--- config.mk ---
export PLATFORM = sky130hd
export DESIGN_NAME = iob_clint_mh_flat
export DESIGN_NICKNAME = d
export VERILOG_FILES = /design/src/rtl/iob_clint_mh_pkg.sv /design/src/rtl/iob_clint_mh_if.sv /design/src/rtl/iob_clint_mh_tick.sv /design/src/rtl/iob_clint_mh.sv /design/src/flat_wrapper.sv
export SDC_FILE = /design/constraint.sdc
export NUM_CORES = 1
export LEC_CHECK = 0
export CELL_PAD_IN_SITES_DETAIL_PLACEMENT = 0
export CELL_PAD_IN_SITES_GLOBAL_PLACEMENT = 1
export CORE_MARGIN = 2
export CORE_UTILIZATION = 50
export DETAILED_ROUTE_END_ITERATION = 16
export GPL_TIMING_DRIVEN = 0
export PLACE_DENSITY = 0.86
export SLEW_MARGIN = 25
export SYNTH_ARGS = -nofsm -noshare
export SYNTH_HDL_FRONTEND = slang
export SYNTH_SLANG_ARGS = --single-unit
--- constraint.sdc ---
create_clock -name clk -period 7.2 [get_ports clk]
set_input_delay 1.44 -clock clk [delete_from_list [all_inputs] [get_ports clk]]
set_output_delay 1.44 -clock clk [all_outputs]
set_load 0.05 [all_outputs]
--- src/rtl/iob_clint_mh_pkg.sv ---
// Shared constants for the multi-hart CLINT: register offsets, CTRL field
// positions, timer width, mtimecmp reset value and a byte-lane merge helper.
package iob_clint_mh_pkg;

   localparam int unsigned MTIME_W        = 64;

   localparam int unsigned MSIP_BASE      = 0;
   localparam int unsigned MTIMECMP_BASE  = 16384;
   localparam int unsigned CTRL_ADDR      = 49136;
   localparam int unsigned MTIME_BASE     = 49144;

   localparam int unsigned CTRL_EN_BIT    = 0;
   localparam int unsigned CTRL_SRC_BIT   = 1;
   localparam int unsigned CTRL_PRESC_LSB = 16;
   localparam int unsigned PRESC_W        = 16;

   localparam logic [MTIME_W-1:0] MTIMECMP_RST = 64'hFFFF_FFFF_FFFF_FFFF;

   // Replace only the byte lanes enabled in strb.
   function automatic logic [31:0] merge_bytes(input logic [31:0] old_val,
                                               input logic [31:0] new_val,
                                               input logic [3:0]  strb);
      logic [31:0] res;
      res = old_val;
      for (int i = 0; i < 4; i++) begin
         if (strb[i]) res[8*i +: 8] = new_val[8*i +: 8];
      end
      return res;
   endfunction

endpackage

--- src/rtl/iob_clint_mh_if.sv ---
// Native iob request/response bundle.
//   valid/address/wdata/wstrb : request, driven by the master
//   rdata/ready               : one-cycle response, driven by the slave
interface iob_clint_mh_if #(
   parameter int ADDR_W = 16,
   parameter int DATA_W = 32
);
   logic                valid;
   logic [ADDR_W-1:0]   address;
   logic [DATA_W-1:0]   wdata;
   logic [DATA_W/8-1:0] wstrb;
   logic [DATA_W-1:0]   rdata;
   logic                ready;

   modport master (output valid, address, wdata, wstrb, input rdata, ready);
   modport slave  (input valid, address, wdata, wstrb, output rdata, ready);
endinterface

--- src/rtl/iob_clint_mh_tick.sv ---
// Time-base generator for mtime.
//   clk, rst_n  : system clock, async active-low reset
//   rtc         : external real-time clock, asynchronous to clk
//   src         : 0 = synchronised rtc rising edge, 1 = prescaler
//   presc       : prescaler divide value (tick every presc+1 cycles)
//   reload      : CTRL write strobe, restarts the prescaler from reload_val
//   tick        : one-cycle increment request
module iob_clint_mh_tick
   import iob_clint_mh_pkg::*;
#(
   parameter int SYNC_STAGES = 2
) (
   input  logic               clk,
   input  logic               rst_n,
   input  logic               rtc,
   input  logic               src,
   input  logic [PRESC_W-1:0] presc,
   input  logic               reload,
   input  logic [PRESC_W-1:0] reload_val,
   output logic               tick
);

   logic [SYNC_STAGES-1:0] sync;
   logic                   sync_d;
   logic                   rtc_tick;
   logic                   src_q;
   logic [PRESC_W-1:0]     cnt;

   always_ff @(posedge clk or negedge rst_n) begin
      if (!rst_n) begin
         sync     <= '0;
         sync_d   <= 1'b0;
         rtc_tick <= 1'b0;
         src_q    <= 1'b0;
         cnt      <= '0;
      end else begin
         src_q <= src;
         if (src != src_q) begin
            // Saturate the edge detector so an edge already in the chain is lost.
            sync     <= '1;
            sync_d   <= 1'b1;
            rtc_tick <= 1'b0;
         end else begin
            sync     <= {sync[SYNC_STAGES-2:0], rtc};
            sync_d   <= sync[SYNC_STAGES-1];
            rtc_tick <= sync[SYNC_STAGES-1] & ~sync_d;
         end

         if (reload)          cnt <= reload_val;
         else if (cnt == '0)  cnt <= presc;
         else                 cnt <= cnt - 1'b1;
      end
   end

   // src_q lags src by one cycle; masking on it drops an rtc pulse that was
   // registered just before a switch back to rtc.
   assign tick = src ? (cnt == '0) : (rtc_tick & ~src_q);

endmodule

--- src/rtl/iob_clint_mh.sv ---
// Multi-hart core-local interruptor on the iob bus.
//   clk, rst_n : system clock, async active-low reset
//   rtc        : external real-time clock (time base when CTRL.SRC=0)
//   bus        : iob slave port (valid/address/wdata/wstrb -> rdata/ready)
//   mtip       : per-hart timer interrupt, registered mtime >= mtimecmp[h]
//   msip       : per-hart software interrupt, MSIP[h].bit0
module iob_clint_mh
   import iob_clint_mh_pkg::*;
#(
   parameter int              N_HARTS     = 2,
   parameter int              ADDR_W      = 16,
   parameter int              DATA_W      = 32,
   parameter int              SYNC_STAGES = 2,
   parameter logic [PRESC_W-1:0] PRESC_RST = 16'd0
) (
   input  logic               clk,
   input  logic               rst_n,
   input  logic               rtc,
   iob_clint_mh_if.slave      bus,
   output logic [N_HARTS-1:0] mtip,
   output logic [N_HARTS-1:0] msip
);

   localparam int HIDX_W = (N_HARTS > 1) ? $clog2(N_HARTS) : 1;

   logic [MTIME_W-1:0] mtime;
   logic [MTIME_W-1:0] mtimecmp [N_HARTS];
   logic [31:0]        shadow;
   logic               en;
   logic               src;
   logic [PRESC_W-1:0] presc;
   logic               ready_r;
   logic [DATA_W-1:0]  rdata_r;
   logic               tick;

   logic [31:0]        addr;
   logic [31:0]        cmp_off;
   logic [HIDX_W-1:0]  msip_idx;
   logic [HIDX_W-1:0]  cmp_idx;
   logic               cmp_hi;
   logic               sel_msip, sel_cmp, sel_ctrl, sel_mtl, sel_mth;
   logic               wr, rd, ctrl_wr;
   logic [31:0]        ctrl_word;
   logic [31:0]        ctrl_new;
   logic [DATA_W-1:0]  rd_val;
   logic [31:0]        wr_val;

   always_comb begin
      addr     = 32'(bus.address);
      cmp_off  = addr - MTIMECMP_BASE;
      msip_idx = HIDX_W'((addr - MSIP_BASE) >> 2);
      cmp_idx  = HIDX_W'(cmp_off >> 3);
      cmp_hi   = cmp_off[2];
      sel_msip = (addr - MSIP_BASE) < 32'(4 * N_HARTS);
      sel_cmp  = cmp_off < 32'(8 * N_HARTS);
      sel_ctrl = addr == CTRL_ADDR;
      sel_mtl  = addr == MTIME_BASE;
      sel_mth  = addr == MTIME_BASE + 4;
      wr       = bus.valid & (|bus.wstrb);
      rd       = bus.valid & ~(|bus.wstrb);
      ctrl_wr  = wr & sel_ctrl;

      ctrl_word = '0;
      ctrl_word[CTRL_EN_BIT]  = en;
      ctrl_word[CTRL_SRC_BIT] = src;
      ctrl_word[CTRL_PRESC_LSB +: PRESC_W] = presc;
      ctrl_new  = merge_bytes(ctrl_word, bus.wdata, bus.wstrb);

      rd_val = '0;
      wr_val = '0;
      if (sel_msip) begin
         rd_val = {31'b0, msip[msip_idx]};
      end else if (sel_cmp) begin
         rd_val = cmp_hi ? mtimecmp[cmp_idx][63:32] : mtimecmp[cmp_idx][31:0];
         wr_val = merge_bytes(rd_val, bus.wdata, bus.wstrb);
      end else if (sel_ctrl) begin
         rd_val = ctrl_word;
      end else if (sel_mtl) begin
         rd_val = mtime[31:0];
         wr_val = merge_bytes(mtime[31:0], bus.wdata, bus.wstrb);
      end else if (sel_mth) begin
         rd_val = shadow;
         wr_val = merge_bytes(mtime[63:32], bus.wdata, bus.wstrb);
      end
   end

   iob_clint_mh_tick #(.SYNC_STAGES(SYNC_STAGES)) u_tick (
      .clk        (clk),
      .rst_n      (rst_n),
      .rtc        (rtc),
      .src        (src),
      .presc      (presc),
      .reload     (ctrl_wr),
      .reload_val (ctrl_new[CTRL_PRESC_LSB +: PRESC_W]),
      .tick       (tick)
   );

   always_ff @(posedge clk or negedge rst_n) begin
      if (!rst_n) begin
         mtime   <= '0;
         shadow  <= '0;
         en      <= 1'b1;
         src     <= 1'b0;
         presc   <= PRESC_RST;
         msip    <= '0;
         mtip    <= '0;
         ready_r <= 1'b0;
         rdata_r <= '0;
         for (int h = 0; h < N_HARTS; h++) mtimecmp[h] <= MTIMECMP_RST;
      end else begin
         ready_r <= bus.valid;
         rdata_r <= rd ? rd_val : '0;

         for (int h = 0; h < N_HARTS; h++) mtip[h] <= (mtime >= mtimecmp[h]);

         // A bus write to either mtime word suppresses that cycle's increment.
         if (wr && sel_mtl) begin
            mtime[31:0] <= wr_val;
         end else if (wr && sel_mth) begin
            mtime[63:32] <= wr_val;
            shadow       <= wr_val;
         end else if (tick && en) begin
            mtime <= mtime + 64'd1;
         end

         if (rd && sel_mtl) shadow <= mtime[63:32];

         if (wr && sel_msip && bus.wstrb[0]) msip[msip_idx] <= bus.wdata[0];

         if (wr && sel_cmp) begin
            if (cmp_hi) mtimecmp[cmp_idx][63:32] <= wr_val;
            else        mtimecmp[cmp_idx][31:0]  <= wr_val;
         end

         if (ctrl_wr) begin
            en    <= ctrl_new[CTRL_EN_BIT];
            src   <= ctrl_new[CTRL_SRC_BIT];
            presc <= ctrl_new[CTRL_PRESC_LSB +: PRESC_W];
         end
      end
   end

   assign bus.ready = ready_r;
   assign bus.rdata = rdata_r;

endmodule

--- src/flat_wrapper.sv ---
// flat-port wrapper written by rule: the top's interface ports become plain ports
module iob_clint_mh_flat import iob_clint_mh_pkg::*;
#(
   parameter int              N_HARTS     = 2,
   parameter int              ADDR_W      = 16,
   parameter int              DATA_W      = 32,
   parameter int              SYNC_STAGES = 2,
   parameter logic [PRESC_W-1:0] PRESC_RST = 16'd0
)
  (clk, rst_n, rtc, mtip, msip, bus_valid, bus_address, bus_wdata, bus_wstrb, bus_rdata, bus_ready);
  iob_clint_mh_if #(.ADDR_W(ADDR_W), .DATA_W(DATA_W)) bus_i ();
  input  logic clk;
  input  logic rst_n;
  input  logic rtc;
  output logic [N_HARTS-1:0] mtip;
  output logic [N_HARTS-1:0] msip;
  input wire logic [$bits(bus_i.valid)-1:0] bus_valid;
  input wire logic [$bits(bus_i.address)-1:0] bus_address;
  input wire logic [$bits(bus_i.wdata)-1:0] bus_wdata;
  input wire logic [$bits(bus_i.wstrb)-1:0] bus_wstrb;
  output wire logic [$bits(bus_i.rdata)-1:0] bus_rdata;
  output wire logic [$bits(bus_i.ready)-1:0] bus_ready;
  assign bus_i.valid = bus_valid;
  assign bus_i.address = bus_address;
  assign bus_i.wdata = bus_wdata;
  assign bus_i.wstrb = bus_wstrb;
  assign bus_rdata = bus_i.rdata;
  assign bus_ready = bus_i.ready;
  iob_clint_mh #(.N_HARTS(N_HARTS), .ADDR_W(ADDR_W), .DATA_W(DATA_W), .SYNC_STAGES(SYNC_STAGES), .PRESC_RST(PRESC_RST)) u_core (.clk(clk), .rst_n(rst_n), .rtc(rtc), .bus(bus_i), .mtip(mtip), .msip(msip));
endmodule
==> impl_results.md <==
- Die Y: 201 um
- IO Pins: 93
- Hold Path Class: reg -> reg
- CTS Buf Count: 36
- Detailed Route WL: 90900 um
- Pins Over Slew Limit: 0
- Tmin final: 5.71 ns
- Detailed Routing Iterations Pass 1: 9
- CTS Buffer Depth: 3
- Worst-Skew Late Latency: 0.57 ns
- Die area: 40400 um2
- RePlAce Congestion: 1.04
- Main synth FF type: dfrtp_1
- Mean area per synthesized cell: 9.19 um2
- Hold buffers post-CTS: 0
- Final ANT Viol Nets: 0
- Adder and majority cell fraction of the synthesized area: 0.0844
- Critical Path Source Type: input port
- Max-cap viol count: 0
- Post-DP HPWL: 67500 um
- Post-synth ARST share: 1.00
- Critical path required time: 7.67 ns
- CTS tree: yes
- H-tree depth: 2
- Largest family of logic cells by synthesized area: compound AO/OA/AOI/OAI gates
- Synth Area in XOR/XNOR: 0.0131
- P_leak: 8.36 nW
- Top layer in use: met4
- YS warnings: 0
- Status: completed
- Core Box Area: 38500 um2
- Drc violations: 0
- Clk sinks: 300
- Slew HR: 0.131
- Share of layout cells above drive strength 1: 0.156
- Site Rows: 72
- Detailed Route Iter0 Violations: 2593
- PostCTS Resize Cnt: 0
- Post-Syn Area: 19400 um2
- I/O Buffers: 90
- Area delta synth->final: 15.6%
- Crit-path max FO: 10
- EDFF count, synth: 0
- Syn Inst Count: 2113
- Fin Setup TNS: 0 ns
- Worst Tran Pin Value: 1.30 ns
- Worst setup path class: in -> reg
- Post-synthesis mux area share: 0.0684
- Clk slew on worst S/H paths: 0.06 ns
- Initial Util: 0.505
- Vias per cell: 6.86
- Setup violators final: 0
- Synth Area in Compound Gates: 0.201
- Post-CTS Setup Bufs: 0
- Setup repair after global routing missed its margin: no
- Wire length on met3: 11200 um
- Initial antenna violation count: 2
- Total global-route track usage: 0.448
- Clock root buffer: clkbuf_16
- Final period utilization: 0.793
- Syn nets: 2300
- Max frequency: 175 MHz
- Simple-Gate Fraction of Synth Area: 0.178
- Seq/Total Area, Yosys: 0.395
- Skew final: 0.0221 ns
- Crit. End Element: register
- #FFs+latches synth: 300
- Final #Nets: 2436
- Metal-1 WL: 34800 um
- Worst path arrival time: 6.18 ns
- First-pass GRT wire length: 130000 um
- Final hold vios: 0
- WL per Instance: 32.5 um
- Pwr dens: 174 nW/um2
- VDD IR max: 0.217 mV
- Vias post-DR: 19200
- Final WS setup: 1.49 ns
- Total gr overflow: 0
- Distinct cells, synth: 89
- Dpl ws: 1.17 ns
- DIE WIDTH: 201 um
- Largest net degree at the start of global routing: 88
- Met2 Routed Length: 37700 um
- Vias in the first global route: 18700
==> worst max-delay path, stage by stage <==
cell             delay, ns
clkdlybuf4s50_1       0.53
buf_2                 0.49
buf_4                 0.36
buf_4                 0.40
buf_2                 0.40
buf_4                 0.32
buf_2                 0.43
nand3_1               0.95
clkbuf_1              0.53
o21ai_0               0.27
==> layout make-up <==
type	count	area, um2
Timing Repair Buffer	98	1020
Tap cell	518	648
Clock inverter	17	224
Fill cell	3418	16000
Antenna cell	5	12.5
Buffer	133	572
Inverter	161	604
Sequential cell	300	7670
Clock buffer	47	1040
Multi-Input combinational cell	1519	10600
==> synthesized netlist by cell type (30+ instances only) <==
cell type / count / area, um2
nand3_1: 59 / 295
nand2_1: 260 / 976
dfrtp_1: 171 / 4280
nand4_1: 37 / 231
mux2_2: 33 / 372
a21oi_1: 121 / 606
nor4_1: 30 / 188
o21ai_0: 168 / 841
nor3_1: 46 / 230
ha_1: 131 / 1640
o211ai_1: 32 / 240
nor2_1: 108 / 405
nand2b_1: 32 / 200
inv_1: 160 / 601
clkbuf_1: 93 / 349
mux4_2: 32 / 721
dfstp_2: 129 / 3390
==> per-stage QoR <==
stage	std cells	area, um2	utilization	total power, mW	hold slack [ns]
6_report	2798	22400	0.583	3.91	0.438
2_1_floorplan	2113	19400	-	1.81	0.408
5_1_grt	2793	22400	0.583	3.99	0.466
4_1_cts	2793	22400	0.583	3.91	0.448
3_5_place_dp	2729	21100	0.550	1.93	0.425
3_3_place_gp	2721	21000	0.545	1.92	0.426
==> path summary, 6_finish.rpt <==
| kind | startpoint | to | slack (ns) | depth (start not counted) |
|---|---|---|---|---|
| min in group asynchronous | rst_n | u_core.mtip[0]$_DFF_PN0_ | 0.91 | 1 |
| max in group asynchronous | rst_n | u_core.mtimecmp[39]$_DFFE_PN1P_ | 5.35 | 2 |
| min reg2reg | u_core.u_tick.sync[0]$_DFF_PN0_ | u_core.u_tick.sync[1]$_DFF_PN0_ | 0.44 | 1 |
| max reg2reg | u_core.mtime[46]$_DFFE_PN0P_ | u_core.mtime[56]$_DFFE_PN0P_ | 3.55 | 7 |
| max | bus_address[2] | u_core.mtimecmp[126]$_DFFE_PN1P_ | 1.49 | 10 |
| min | u_core.u_tick.sync[0]$_DFF_PN0_ | u_core.u_tick.sync[1]$_DFF_PN0_ | 0.44 | 1 |
==> registers in the layout, summed over array words and instances, names as in the netlist, 2 cells and up <==
signal / flops
u_core.mtip: 2
u_core.msip: 2
u_core.shadow: 32
u_core.mtimecmp: 128
u_core.u_tick.cnt: 16
u_core.u_tick.sync: 2
u_core.presc: 16
u_core.bus.rdata: 32
u_core.mtime: 64
==> placed cells by master, fill, tap and decap left out, types with 32 or more instances in the layout <==
| master | synthesis | final |
|---|---|---|
| ha_1 | 131 | 131 |
| clkbuf_16 | 0 | 38 |
| nand4_1 | 37 | 37 |
| o21ai_0 | 168 | 167 |
| nand2_1 | 260 | 260 |
| o211ai_1 | 32 | 32 |
| inv_1 | 160 | 160 |
| nor3_1 | 46 | 45 |
| nor2_1 | 108 | 108 |
| mux4_2 | 32 | 32 |
| mux2_2 | 33 | 33 |
| dfstp_2 | 129 | 129 |
| nand2b_1 | 32 | 32 |
| dfrtp_1 | 171 | 171 |
| a21oi_1 | 121 | 121 |
| clkbuf_1 | 93 | 89 |
| clkdlybuf4s50_1 | 0 | 89 |
| nand3_1 | 59 | 59 |
==> power by group <==
group,internal [mW],switching (mW),total (mW),leakage (nW)
sequential,1.70,0.0112,1.71,3.49
combinational,0.0708,0.125,0.196,4.25
clock,1.21,0.795,2.00,0.624
total,2.98,0.931,3.91,8.36
==> per-layer routing <==
metal | vias to the layer above | global-route usage
met1 | 9466 | 0.563
li1 | 8074 | -
met5 | - | 0
met3 | 312 | 0.156
met2 | 1339 | 0.641
met4 | 0 | 0.324
==> cells by family after synthesis <==
kind of cell | Yosys count
and+or+nand+nor | 693
AOI/OAI and AO/OA | 578
DFF | 300
buffers and inverters | 294
adders and majority gates | 131
muxes | 88
xor gates and xnor gates | 29
Power figures use the tool's default switching activity.
